==> src/rtl/tick_queue_pkg.sv <==
// Shared sizing and commit-action encoding for the tick-stepped queue.
package tick_queue_pkg;
    localparam int DEPTH_DEF  = 8;
    localparam int WIDTH_DEF  = 4;
    localparam int ADDR_W_DEF = 3;
    localparam int CNT_W_DEF  = ADDR_W_DEF + 1;

    typedef enum logic [1:0] {NONE, PUSH, POP, BOTH} commit_e;

    // Pending push wins on an empty queue; on a non-empty (even full) queue both requests run.
    function automatic commit_e decode_act(input logic push_p, input logic pop_p,
                                           input logic is_full, input logic is_empty);
        commit_e a;
        a = NONE;
        if (push_p && pop_p)
            a = is_empty ? PUSH : BOTH;
        else if (push_p && !is_full)
            a = PUSH;
        else if (pop_p && !is_empty)
            a = POP;
        return a;
    endfunction
endpackage

==> src/rtl/tick_queue_req.sv <==
// Switch request capture: registered rising-edge detect feeding a pending flag cleared by tick.
module tick_queue_req (
    input  logic clk,
    input  logic reset,
    input  logic tick,
    input  logic req,
    output logic pending
);
    logic req_q, req_prev, rise;

    assign rise = req_q & ~req_prev;

    // An edge coinciding with a tick re-arms the flag for the next tick instead of being lost.
    always_ff @(posedge clk) begin
        if (!reset) begin
            req_q    <= 1'b0;
            req_prev <= 1'b0;
            pending  <= 1'b0;
        end else begin
            req_q    <= req;
            req_prev <= req_q;
            pending  <= tick ? rise : (pending | rise);
        end
    end
endmodule

==> src/rtl/tick_queue.sv <==
// Circular FIFO committed on divider ticks, with a tick-stepped display scan of the valid entries.
module tick_queue
    import tick_queue_pkg::*;
#(
    parameter int DEPTH  = DEPTH_DEF,
    parameter int WIDTH  = WIDTH_DEF,
    parameter int ADDR_W = ADDR_W_DEF
) (
    input  logic              Origin_Clock,
    input  logic              reset,
    input  logic              tick,
    input  logic              push_req,
    input  logic              pop_req,
    input  logic [WIDTH-1:0]  din,
    output logic [WIDTH-1:0]  dout,
    output logic              full,
    output logic              empty,
    output logic [ADDR_W:0]   count,
    output logic [ADDR_W-1:0] scan_addr,
    output logic [WIDTH-1:0]  scan_data,
    output logic              scan_valid
);
    localparam int CNT_W = ADDR_W + 1;

    logic [1:0]        reqs, pend;
    logic [WIDTH-1:0]  mem [DEPTH];
    logic [ADDR_W-1:0] head, tail, k;
    logic [CNT_W-1:0]  cnt, cnt_nxt;
    commit_e           act;

    assign reqs = {pop_req, push_req};

    // Index 0 captures push, index 1 captures pop.
    for (genvar gi = 0; gi < 2; gi++) begin : g_req
        tick_queue_req u_req (
            .clk    (Origin_Clock),
            .reset  (reset),
            .tick   (tick),
            .req    (reqs[gi]),
            .pending(pend[gi])
        );
    end

    assign full       = (cnt == CNT_W'(DEPTH));
    assign empty      = (cnt == '0);
    assign count      = cnt;
    assign scan_valid = !empty;
    assign scan_addr  = head + k;
    assign scan_data  = mem[scan_addr];
    assign act        = decode_act(pend[0], pend[1], full, empty);

    always_comb begin
        cnt_nxt = cnt;
        case (act)
            PUSH:    cnt_nxt = cnt + CNT_W'(1);
            POP:     cnt_nxt = cnt - CNT_W'(1);
            default: cnt_nxt = cnt;
        endcase
    end

    always_ff @(posedge Origin_Clock) begin
        if (!reset) begin
            head <= '0;
            tail <= '0;
            cnt  <= '0;
            k    <= '0;
            dout <= '0;
        end else if (tick) begin
            if (act == PUSH || act == BOTH)
                tail <= tail + ADDR_W'(1);
            if (act == POP || act == BOTH) begin
                head <= head + ADDR_W'(1);
                dout <= mem[head];
            end
            cnt <= cnt_nxt;
            // Scan index follows the post-commit occupancy so it never points past the tail.
            if (cnt_nxt == '0 || (CNT_W'(k) + CNT_W'(1) >= cnt_nxt))
                k <= '0;
            else
                k <= k + ADDR_W'(1);
        end
    end

    // Storage carries no reset; only slots inside head..tail are ever observed.
    always_ff @(posedge Origin_Clock) begin
        if (reset && tick && (act == PUSH || act == BOTH))
            mem[tail] <= din;
    end
endmodule

==> config.mk <==
export PLATFORM = sky130hd
export DESIGN_NAME = tick_queue
export DESIGN_NICKNAME = d
export VERILOG_FILES = /design/src/rtl/tick_queue_pkg.sv /design/src/rtl/tick_queue_req.sv /design/src/rtl/tick_queue.sv
export SDC_FILE = /design/constraint.sdc
export NUM_CORES = 1
export LEC_CHECK = 0
export CELL_PAD_IN_SITES_DETAIL_PLACEMENT = 1
export CELL_PAD_IN_SITES_GLOBAL_PLACEMENT = 2
export CORE_MARGIN = 1
export CORE_UTILIZATION = 30
export DETAILED_ROUTE_END_ITERATION = 6
export GPL_ROUTABILITY_DRIVEN = 0
export PLACE_DENSITY = 0.7
export RECOVER_POWER = 100
export SLEW_MARGIN = 20
export SYNTH_ARGS = -nofsm -noshare
export SYNTH_HDL_FRONTEND = slang
export SYNTH_SLANG_ARGS = --single-unit
==> constraint.sdc <==
create_clock -name Origin_Clock -period 5 [get_ports Origin_Clock]
set_clock_uncertainty 0.2 [all_clocks]
set_input_delay 0.75 -clock Origin_Clock [delete_from_list [all_inputs] [get_ports Origin_Clock]]
set_output_delay 0.75 -clock Origin_Clock [all_outputs]
set_load 0.01 [all_outputs]
==> impl_metrics.xml, run 1 <==
<?xml version="1.0" encoding="UTF-8"?>
<metrics>
  <group name="run_status">
    <metric name="run_status" unit="">complete, but fails checks</metric>
    <metric name="violations" unit="">DRC</metric>
  </group>
  <group name="setup_path">
    <metric name="timing.setup.critical_path_class" unit="">register to output port</metric>
    <metric name="critical_path.reg2reg.startpoint" unit="">count[0]</metric>
    <metric name="cp-startpoint" unit="">head[0]</metric>
    <metric name="critical_path_arrival" unit="ns">3.19</metric>
    <metric name="crit-reg2reg-capture" unit="">k[0]</metric>
    <metric name="crit_required" unit="ns">4.05</metric>
    <metric name="critical_path_peak_fanout" unit="">11</metric>
    <metric name="timing.critical_path.slowest_stage_cell" unit="">sky130_fd_sc_hd__fa_1</metric>
    <metric name="crit_path_end" unit="">scan_data[1]</metric>
    <metric name="max_stage_delay" unit="ns">0.76</metric>
    <metric name="cp.buffers_inverters" unit="">1</metric>
    <metric name="r2r_slack" unit="ns">1.01</metric>
    <metric name="crit_path_cell_trace" unit="">ha_1 -&gt; fa_1 -&gt; mux4_2 -&gt; mux2_2 -&gt; dlygate4sd3_1</metric>
    <metric name="ff2ff_path_depth" unit="">13</metric>
    <metric name="setup.worst_path.end_class" unit="">output port</metric>
    <metric name="crit_family" unit="">adder cells</metric>
    <metric name="critical_path_cell_count" unit="">5</metric>
    <metric name="critPathLaunchType" unit="">register</metric>
  </group>
  <group name="clocking">
    <metric name="clock-root-buffer" unit="">sky130_fd_sc_hd__clkbuf_8</metric>
    <metric name="tritoncts" unit="">built</metric>
    <metric name="cts_max_path_buffers" unit="">2</metric>
    <metric name="post_cts_hold_buffer_count" unit="">0</metric>
    <metric name="clk_pin_slew_worst_paths" unit="ns">0.10</metric>
    <metric name="post-cts-setup-buffers" unit="">0</metric>
    <metric name="htree_num_levels" unit="">2</metric>
    <metric name="clock_insertion_delay_worst_skew" unit="ns">0.30</metric>
    <metric name="cts_buffers" unit="">5</metric>
    <metric name="post_cts_resize_count" unit="">0</metric>
    <metric name="clkSinkCount" unit="">55</metric>
  </group>
  <group name="grt">
    <metric name="grtUsageTotal" unit="%">13.1</metric>
    <metric name="via_count_of_the_first_global_routing_pass" unit="">1730</metric>
    <metric name="grt_max_degree" unit="">27</metric>
    <metric name="grt_antenna_before_repair" unit="">0</metric>
    <metric name="grt_first_pass_wirelength" unit="mm">9.46</metric>
    <metric name="gr-total-overflow" unit="">0</metric>
  </group>
  <group name="final_layout">
    <metric name="drive_gt1_share" unit="%">14.5</metric>
    <metric name="flow.area_growth_from_synthesis" unit="%">16.6</metric>
    <metric name="final_nets" unit="">249</metric>
    <metric name="design_area" unit="um2">3210</metric>
    <metric name="num_antenna_cells" unit="">0</metric>
    <metric name="nFillCells" unit="">927</metric>
    <metric name="post_layout_cell_count" unit="">335</metric>
  </group>
  <group name="placement">
    <metric name="place_inst" unit="">327</metric>
    <metric name="placedInstanceArea" unit="um2">3100</metric>
    <metric name="placement.io_buffers" unit="">26</metric>
    <metric name="detailed_place_hpwl" unit="mm">4.35</metric>
    <metric name="dpl_worst_slack" unit="ns">1.09</metric>
  </group>
  <group name="timing">
    <metric name="drv_slew" unit="">0</metric>
    <metric name="totalNegativeSetupSlack" unit="ns">0</metric>
    <metric name="grt_setup_unrepaired" unit="">no</metric>
    <metric name="hold_violations" unit="">0</metric>
    <metric name="finalCritPeriodShare" unit="%">82.9</metric>
    <metric name="finalCriticalPeriod" unit="ns">4.14</metric>
    <metric name="setup_viol" unit="">0</metric>
    <metric name="fmax" unit="MHz">241</metric>
    <metric name="worst_slew_margin_rel" unit="%">32.0</metric>
    <metric name="layout_setup_ws" unit="ns">0.856</metric>
    <metric name="worst_slew_pin_slew" unit="ns">1.02</metric>
  </group>
  <group name="run">
    <metric name="max_cap_viol_count" unit="">0</metric>
  </group>
  <group name="yosys">
    <metric name="synthesis.area" unit="um2">2750</metric>
    <metric name="synth_sequential_area_ratio" unit="%">51.6</metric>
    <metric name="synth.largest_area_cell" unit="">sky130_fd_sc_hd__edfxtp_1</metric>
    <metric name="synth_top_cells_by_area" unit="">sky130_fd_sc_hd__edfxtp_1 35%, sky130_fd_sc_hd__dfxtp_1 17%, sky130_fd_sc_hd__mux4_2 13%</metric>
    <metric name="synth_edf_count" unit="">32</metric>
    <metric name="asyncSetResetFlopFracSynth" unit="%">0</metric>
    <metric name="most_frequent_cell_after_synthesis" unit="">sky130_fd_sc_hd__edfxtp_1</metric>
    <metric name="synth.top_cells.by_count" unit="">32 x sky130_fd_sc_hd__edfxtp_1, 23 x sky130_fd_sc_hd__dfxtp_1, 16 x sky130_fd_sc_hd__mux4_2, 12 x sky130_fd_sc_hd__and2_1, 12 x sky130_fd_sc_hd__ha_1</metric>
    <metric name="synth_top_area_share" unit="%">34.9</metric>
    <metric name="yosys_register_bits" unit="">55</metric>
    <metric name="syn_inst" unit="">203</metric>
    <metric name="synth.distinct_cells" unit="">43</metric>
    <metric name="synthFlopType" unit="">sky130_fd_sc_hd__edfxtp_1</metric>
    <metric name="avgSynthCellArea" unit="um2">13.6</metric>
    <metric name="synth.yosys.warnings" unit="">0</metric>
    <metric name="syn-num-nets" unit="">226</metric>
  </group>
  <group name="floorplan">
    <metric name="die_x" unit="um">97.8</metric>
    <metric name="fp.coreArea" unit="um2">8810</metric>
    <metric name="fp-row-count" unit="">34</metric>
    <metric name="start_util" unit="%">31.3</metric>
    <metric name="boundary_pins" unit="">27</metric>
    <metric name="fp.dieArea" unit="um2">9560</metric>
    <metric name="chipHeight" unit="um">97.8</metric>
  </group>
  <group name="routing">
    <metric name="post-route-drc-count" unit="">3</metric>
    <metric name="drt_first_iter_violations" unit="">46</metric>
    <metric name="route.final.wire_length" unit="mm">5.71</metric>
    <metric name="post_drt_via_cell_ratio" unit="">4.93</metric>
    <metric name="drt_pass1_iterations" unit="">6</metric>
    <metric name="dr_total_vias" unit="">1652</metric>
    <metric name="drt-wirelength-per-cell" unit="um">17.0</metric>
    <metric name="route.antenna.remaining_nets" unit="">0</metric>
  </group>
  <group name="power">
    <metric name="power.total" unit="uW">860</metric>
    <metric name="power.ir.vdd_worst" unit="V">0.000118</metric>
    <metric name="power.density" unit="nW/um2">268</metric>
    <metric name="power_leakage" unit="nW">1.16</metric>
  </group>
  <group name="hold_path">
    <metric name="hold_class" unit="">register to register</metric>
  </group>
</metrics>
[registers in the layout, indices dropped and copies added, names as in the netlist]
| name | cells |
|---|---|
| tail | 3 |
| g_req.u_req.pending | 2 |
| g_req.u_req.req_q | 2 |
| k | 3 |
| mem | 32 |
| dout | 4 |
| count | 4 |
| head | 3 |
| g_req.u_req.req_prev | 2 |
[metal layers]
metal | up-vias | share of wire, % | global-route usage, %
li1 | 808 | - | -
met3 | 8 | 2.3 | 2.43
met1 | 810 | 52 | 17.9
met4 | 0 | 2.0 | 4.66
met2 | 26 | 44 | 20.8
met5 | - | 0 | 0
[final cells by class]
class	count	area (um2)	share of cell area (%)
multi-input cells	127	1240	38.6
repair buffers	27	264	8.23
flip-flops and latches	55	1420	44.3
well taps	108	135	4.21
clock buffers	5	68.8	2.14
clock inverters	3	43.8	1.36
inverters	10	37.5	1.17
[metrics by stage]
step                      util (%)  hold slack, ns
after global routing          36.4           0.299
after global placement        35.3           0.240
after detailed placement      35.3           0.252
after CTS                     36.5           0.276
after floorplan                  -           0.235
final                         36.4           0.274
[how the worst min path moves through the flow]
stage                                     from  cells past startpoint                 endpoint  slack [ns]
final                     g_req[0].u_req.req_q                      1  g_req[0].u_req.req_prev        0.27
after global routing      g_req[0].u_req.req_q                      1  g_req[0].u_req.req_prev        0.30
after CTS                 g_req[0].u_req.req_q                      1  g_req[0].u_req.req_prev        0.28
after detailed placement  g_req[0].u_req.req_q                      1  g_req[0].u_req.req_prev        0.25
after global placement    g_req[0].u_req.req_q                      1  g_req[0].u_req.req_prev        0.24
after floorplan           g_req[0].u_req.req_q                      1  g_req[0].u_req.req_prev        0.23
[report_power, final]
group	internal (mW)	leakage (nW)	switching, mW	total, mW
Sequential	0.484	0.475	0.00746	0.491
Combinational	0.0374	0.626	0.0344	0.0718
Clock	0.149	0.0581	0.147	0.297
[cells by family (layout without fill, tap and decap cells)]
group,count (synthesis),in the layout,synth area share (%)
simple gates,47,47,9.77
xor+xnor,12,12,3.82
flops,55,55,51.6
fa+ha+maj,14,14,6.91
mux,29,29,18.0
buf+inv,21,45,3.23
compound gates,25,25,6.59
[placed cells by master (no fill, tap or decap), types with 2 or more instances in the layout]
cell type                         count
sky130_fd_sc_hd__a21oi_1              5
sky130_fd_sc_hd__a22o_1               2
sky130_fd_sc_hd__clkdlybuf4s50_1      3
sky130_fd_sc_hd__nand2_1              8
sky130_fd_sc_hd__mux2_2               5
sky130_fd_sc_hd__inv_1               10
sky130_fd_sc_hd__nor4_1               3
sky130_fd_sc_hd__and2_0               6
sky130_fd_sc_hd__nor2b_1              3
sky130_fd_sc_hd__ha_1                12
sky130_fd_sc_hd__nor3_1               7
sky130_fd_sc_hd__o22ai_1              2
sky130_fd_sc_hd__o21ai_0              6
sky130_fd_sc_hd__xor2_1               3
sky130_fd_sc_hd__mux4_2              16
sky130_fd_sc_hd__nor2_1               4
sky130_fd_sc_hd__xnor2_1              9
sky130_fd_sc_hd__clkbuf_8             5
sky130_fd_sc_hd__and2_1               6
sky130_fd_sc_hd__edfxtp_1            32
sky130_fd_sc_hd__dlygate4sd3_1       23
sky130_fd_sc_hd__nand2b_1             2
sky130_fd_sc_hd__dfxtp_1             23
sky130_fd_sc_hd__mux2i_1              8
sky130_fd_sc_hd__fa_1                 2
Power figures use the tool's default switching activity.
==> run 2, diff against run 1 <==
Clock period 5 ns to 4 ns, I/O delays scaled along.
==> run 2 against run 1 <==
Net effect: critical path type unchanged; non-clock buffer count is 8 higher; the run still ends with DRC left; global-route usage is 0.42 points higher; sequential share of layout area is 0.54 points lower; cell area is 1.3% higher; core utilization is 0.48 points higher; register-to-register slack worse by 0.63 ns.
==> impl_metrics.xml, run 2 (synthesis results as in run 1) <==
<?xml version="1.0" encoding="UTF-8"?>
<metrics>
  <group name="setup_path">
    <metric name="critical_path_arrival" unit="ns">3.00</metric>
    <metric name="crit_required" unit="ns">3.20</metric>
    <metric name="ff2ff_path_depth" unit="">13</metric>
    <metric name="timing.setup.critical_path_class" unit="">register to output port</metric>
    <metric name="critical_path_peak_fanout" unit="">11</metric>
    <metric name="max_stage_delay" unit="ns">0.92</metric>
    <metric name="setup.worst_path.end_class" unit="">output port</metric>
    <metric name="crit_path_cell_trace" unit="">fa_1 -&gt; mux4_2 -&gt; mux2_2 -&gt; dlygate4sd3_1</metric>
    <metric name="timing.critical_path.slowest_stage_cell" unit="">sky130_fd_sc_hd__fa_1</metric>
    <metric name="critPathLaunchType" unit="">register</metric>
  </group>
  <group name="clocking">
    <metric name="clock-root-buffer" unit="">sky130_fd_sc_hd__clkbuf_8</metric>
    <metric name="htree_num_levels" unit="">2</metric>
    <metric name="clk_pin_slew_worst_paths" unit="ns">0.10</metric>
    <metric name="cts_max_path_buffers" unit="">2</metric>
    <metric name="clock_insertion_delay_worst_skew" unit="ns">0.30</metric>
    <metric name="clkSinkCount" unit="">55</metric>
    <metric name="tritoncts" unit="">built</metric>
    <metric name="post_cts_hold_buffer_count" unit="">0</metric>
    <metric name="cts_buffers" unit="">5</metric>
  </group>
  <group name="grt">
    <metric name="grtUsageTotal" unit="%">13.5</metric>
    <metric name="grt_antenna_before_repair" unit="">0</metric>
    <metric name="via_count_of_the_first_global_routing_pass" unit="">1820</metric>
    <metric name="gr-total-overflow" unit="">0</metric>
    <metric name="grt_first_pass_wirelength" unit="mm">9.85</metric>
    <metric name="grt_max_degree" unit="">26</metric>
  </group>
  <group name="routing">
    <metric name="post_drt_via_cell_ratio" unit="">4.94</metric>
    <metric name="route.final.wire_length" unit="mm">5.88</metric>
    <metric name="drt_pass1_iterations" unit="">6</metric>
    <metric name="post-route-drc-count" unit="">2</metric>
    <metric name="drt-wirelength-per-cell" unit="um">17.1</metric>
    <metric name="route.antenna.remaining_nets" unit="">0</metric>
    <metric name="drt_first_iter_violations" unit="">91</metric>
    <metric name="dr_total_vias" unit="">1695</metric>
  </group>
  <group name="hold_path">
    <metric name="min_path_cells" unit="">1</metric>
    <metric name="hold_class" unit="">register to register</metric>
  </group>
  <group name="floorplan">
    <metric name="chipHeight" unit="um">97.8</metric>
    <metric name="start_util" unit="%">31.3</metric>
    <metric name="fp-row-count" unit="">34</metric>
    <metric name="boundary_pins" unit="">27</metric>
    <metric name="fp.dieArea" unit="um2">9560</metric>
    <metric name="fp.coreArea" unit="um2">8810</metric>
    <metric name="die_x" unit="um">97.8</metric>
  </group>
  <group name="timing">
    <metric name="finalCriticalPeriod" unit="ns">3.80</metric>
    <metric name="hold_violations" unit="">0</metric>
    <metric name="finalCritPeriodShare" unit="%">95.0</metric>
    <metric name="drv_slew" unit="">0</metric>
    <metric name="worst_slew_pin_slew" unit="ns">0.705</metric>
    <metric name="grt_setup_unrepaired" unit="">no</metric>
    <metric name="layout_setup_ws" unit="ns">0.201</metric>
    <metric name="totalNegativeSetupSlack" unit="ns">0</metric>
    <metric name="setup_viol" unit="">0</metric>
    <metric name="worst_slew_margin_rel" unit="%">52.6</metric>
    <metric name="fmax" unit="MHz">263</metric>
  </group>
  <group name="run_status">
    <metric name="violations" unit="">DRC</metric>
    <metric name="run_status" unit="">complete, but fails checks</metric>
  </group>
  <group name="final_layout">
    <metric name="num_antenna_cells" unit="">0</metric>
    <metric name="drive_gt1_share" unit="%">16.2</metric>
    <metric name="final_nets" unit="">257</metric>
    <metric name="top_library_cells_by_usage_in_the_layout_fill_and_taps_aside" unit="">32 x sky130_fd_sc_hd__edfxtp_1, 22 x sky130_fd_sc_hd__dfxtp_1, 22 x sky130_fd_sc_hd__dlygate4sd3_1</metric>
    <metric name="layout.cells.most_common" unit="">sky130_fd_sc_hd__edfxtp_1</metric>
    <metric name="flow.area_growth_from_synthesis" unit="%">18.1</metric>
    <metric name="post-route-util" unit="%">36.9</metric>
    <metric name="regMostFlops" unit="">mem</metric>
    <metric name="largest_register_ff_count" unit="">32</metric>
  </group>
  <group name="run">
    <metric name="max_cap_viol_count" unit="">0</metric>
  </group>
  <group name="power">
    <metric name="switching_share" unit="%">21.9</metric>
    <metric name="clock_power_share" unit="%">34.2</metric>
    <metric name="psw" unit="uW">235</metric>
    <metric name="power.density" unit="nW/um2">331</metric>
    <metric name="internal_power" unit="uW">841</metric>
    <metric name="combinational_power_share" unit="%">9.1</metric>
    <metric name="power.ir.vdd_worst" unit="V">0.000131</metric>
    <metric name="seqPwrFrac" unit="%">56.7</metric>
    <metric name="power_leakage" unit="nW">1.18</metric>
  </group>
  <group name="placement">
    <metric name="detailed_place_hpwl" unit="mm">4.31</metric>
    <metric name="dpl_worst_slack" unit="ns">0.233</metric>
    <metric name="placement.io_buffers" unit="">26</metric>
  </group>
</metrics>
==> run 2: per-stage QoR <==
step / std cells / total power [mW] / instance area [um2] / hold WS, ns
2_1_floorplan: 203 / 0.683 / 2750 / 0.235
3_3_place_gp: 335 / 0.726 / 3160 / 0.242
3_5_place_dp: 335 / 0.728 / 3160 / 0.256
4_1_cts: 343 / 1.10 / 3270 / 0.279
5_1_grt: 343 / 1.12 / 3250 / 0.314
6_report: 343 / 1.08 / 3250 / 0.271
==> run 2: power groups by stage <==
stage	Combinational (mW)	Clock, mW	Sequential, mW
3_3_place_gp	0.102	0	0.624
5_1_grt	0.107	0.402	0.612
2_1_floorplan	0.0585	0	0.624
3_5_place_dp	0.104	0	0.624
4_1_cts	0.104	0.384	0.611
6_report	0.0974	0.368	0.611
==> run 2: worst max-delay path, delay by kind of cell (launching register included) <==
| family | cells | cell delay (ns) |
|---|---|---|
| muxes | 2 | 0.66 |
| buffers and inverters | 1 | 0.61 |
| DFF | 1 | 0.50 |
| adders and majority gates | 1 | 0.92 |
==> run 2: layer usage <==
metal / vias to the layer above / part of all wire, % / global-route usage [%]
met5: - / 0 / 0
met4: 0 / 1.4 / 5.13
met3: 4 / 2.9 / 2.79
met2: 28 / 48 / 21.8
met1: 841 / 47 / 17.8
li1: 822 / - / -
==> run 2: final timing paths <==
| check | slack, ns | endpoint | start |
|---|---|---|---|
| worst min-delay path | 0.27 | g_req[0].u_req.req_prev | g_req[0].u_req.req_q |
| worst max-delay path | 0.20 | scan_data[3] | head[1] |
| worst min register to register | 0.27 | g_req[0].u_req.req_prev | g_req[0].u_req.req_q |
| worst max register to register | 0.38 | k[0] | count[1] |
==> run 2: layout make-up <==
type / count / area (um2)
inverter: 10 / 37.5
clock inverter: 2 / 37.5
tap: 108 / 135
multi-input combinational: 127 / 1240
clock buffer: 6 / 72.6
sequential: 55 / 1420
fill: 922 / 5550
timing repair buffer: 35 / 309
==> run 2: what timing repair did <==
action / in CTS / in global routing
setup endpoints to repair: 0 / 3
hold endpoints to repair: 0 / 0
gates resized for setup: 0 / 3
buffers inserted: 0 / 0
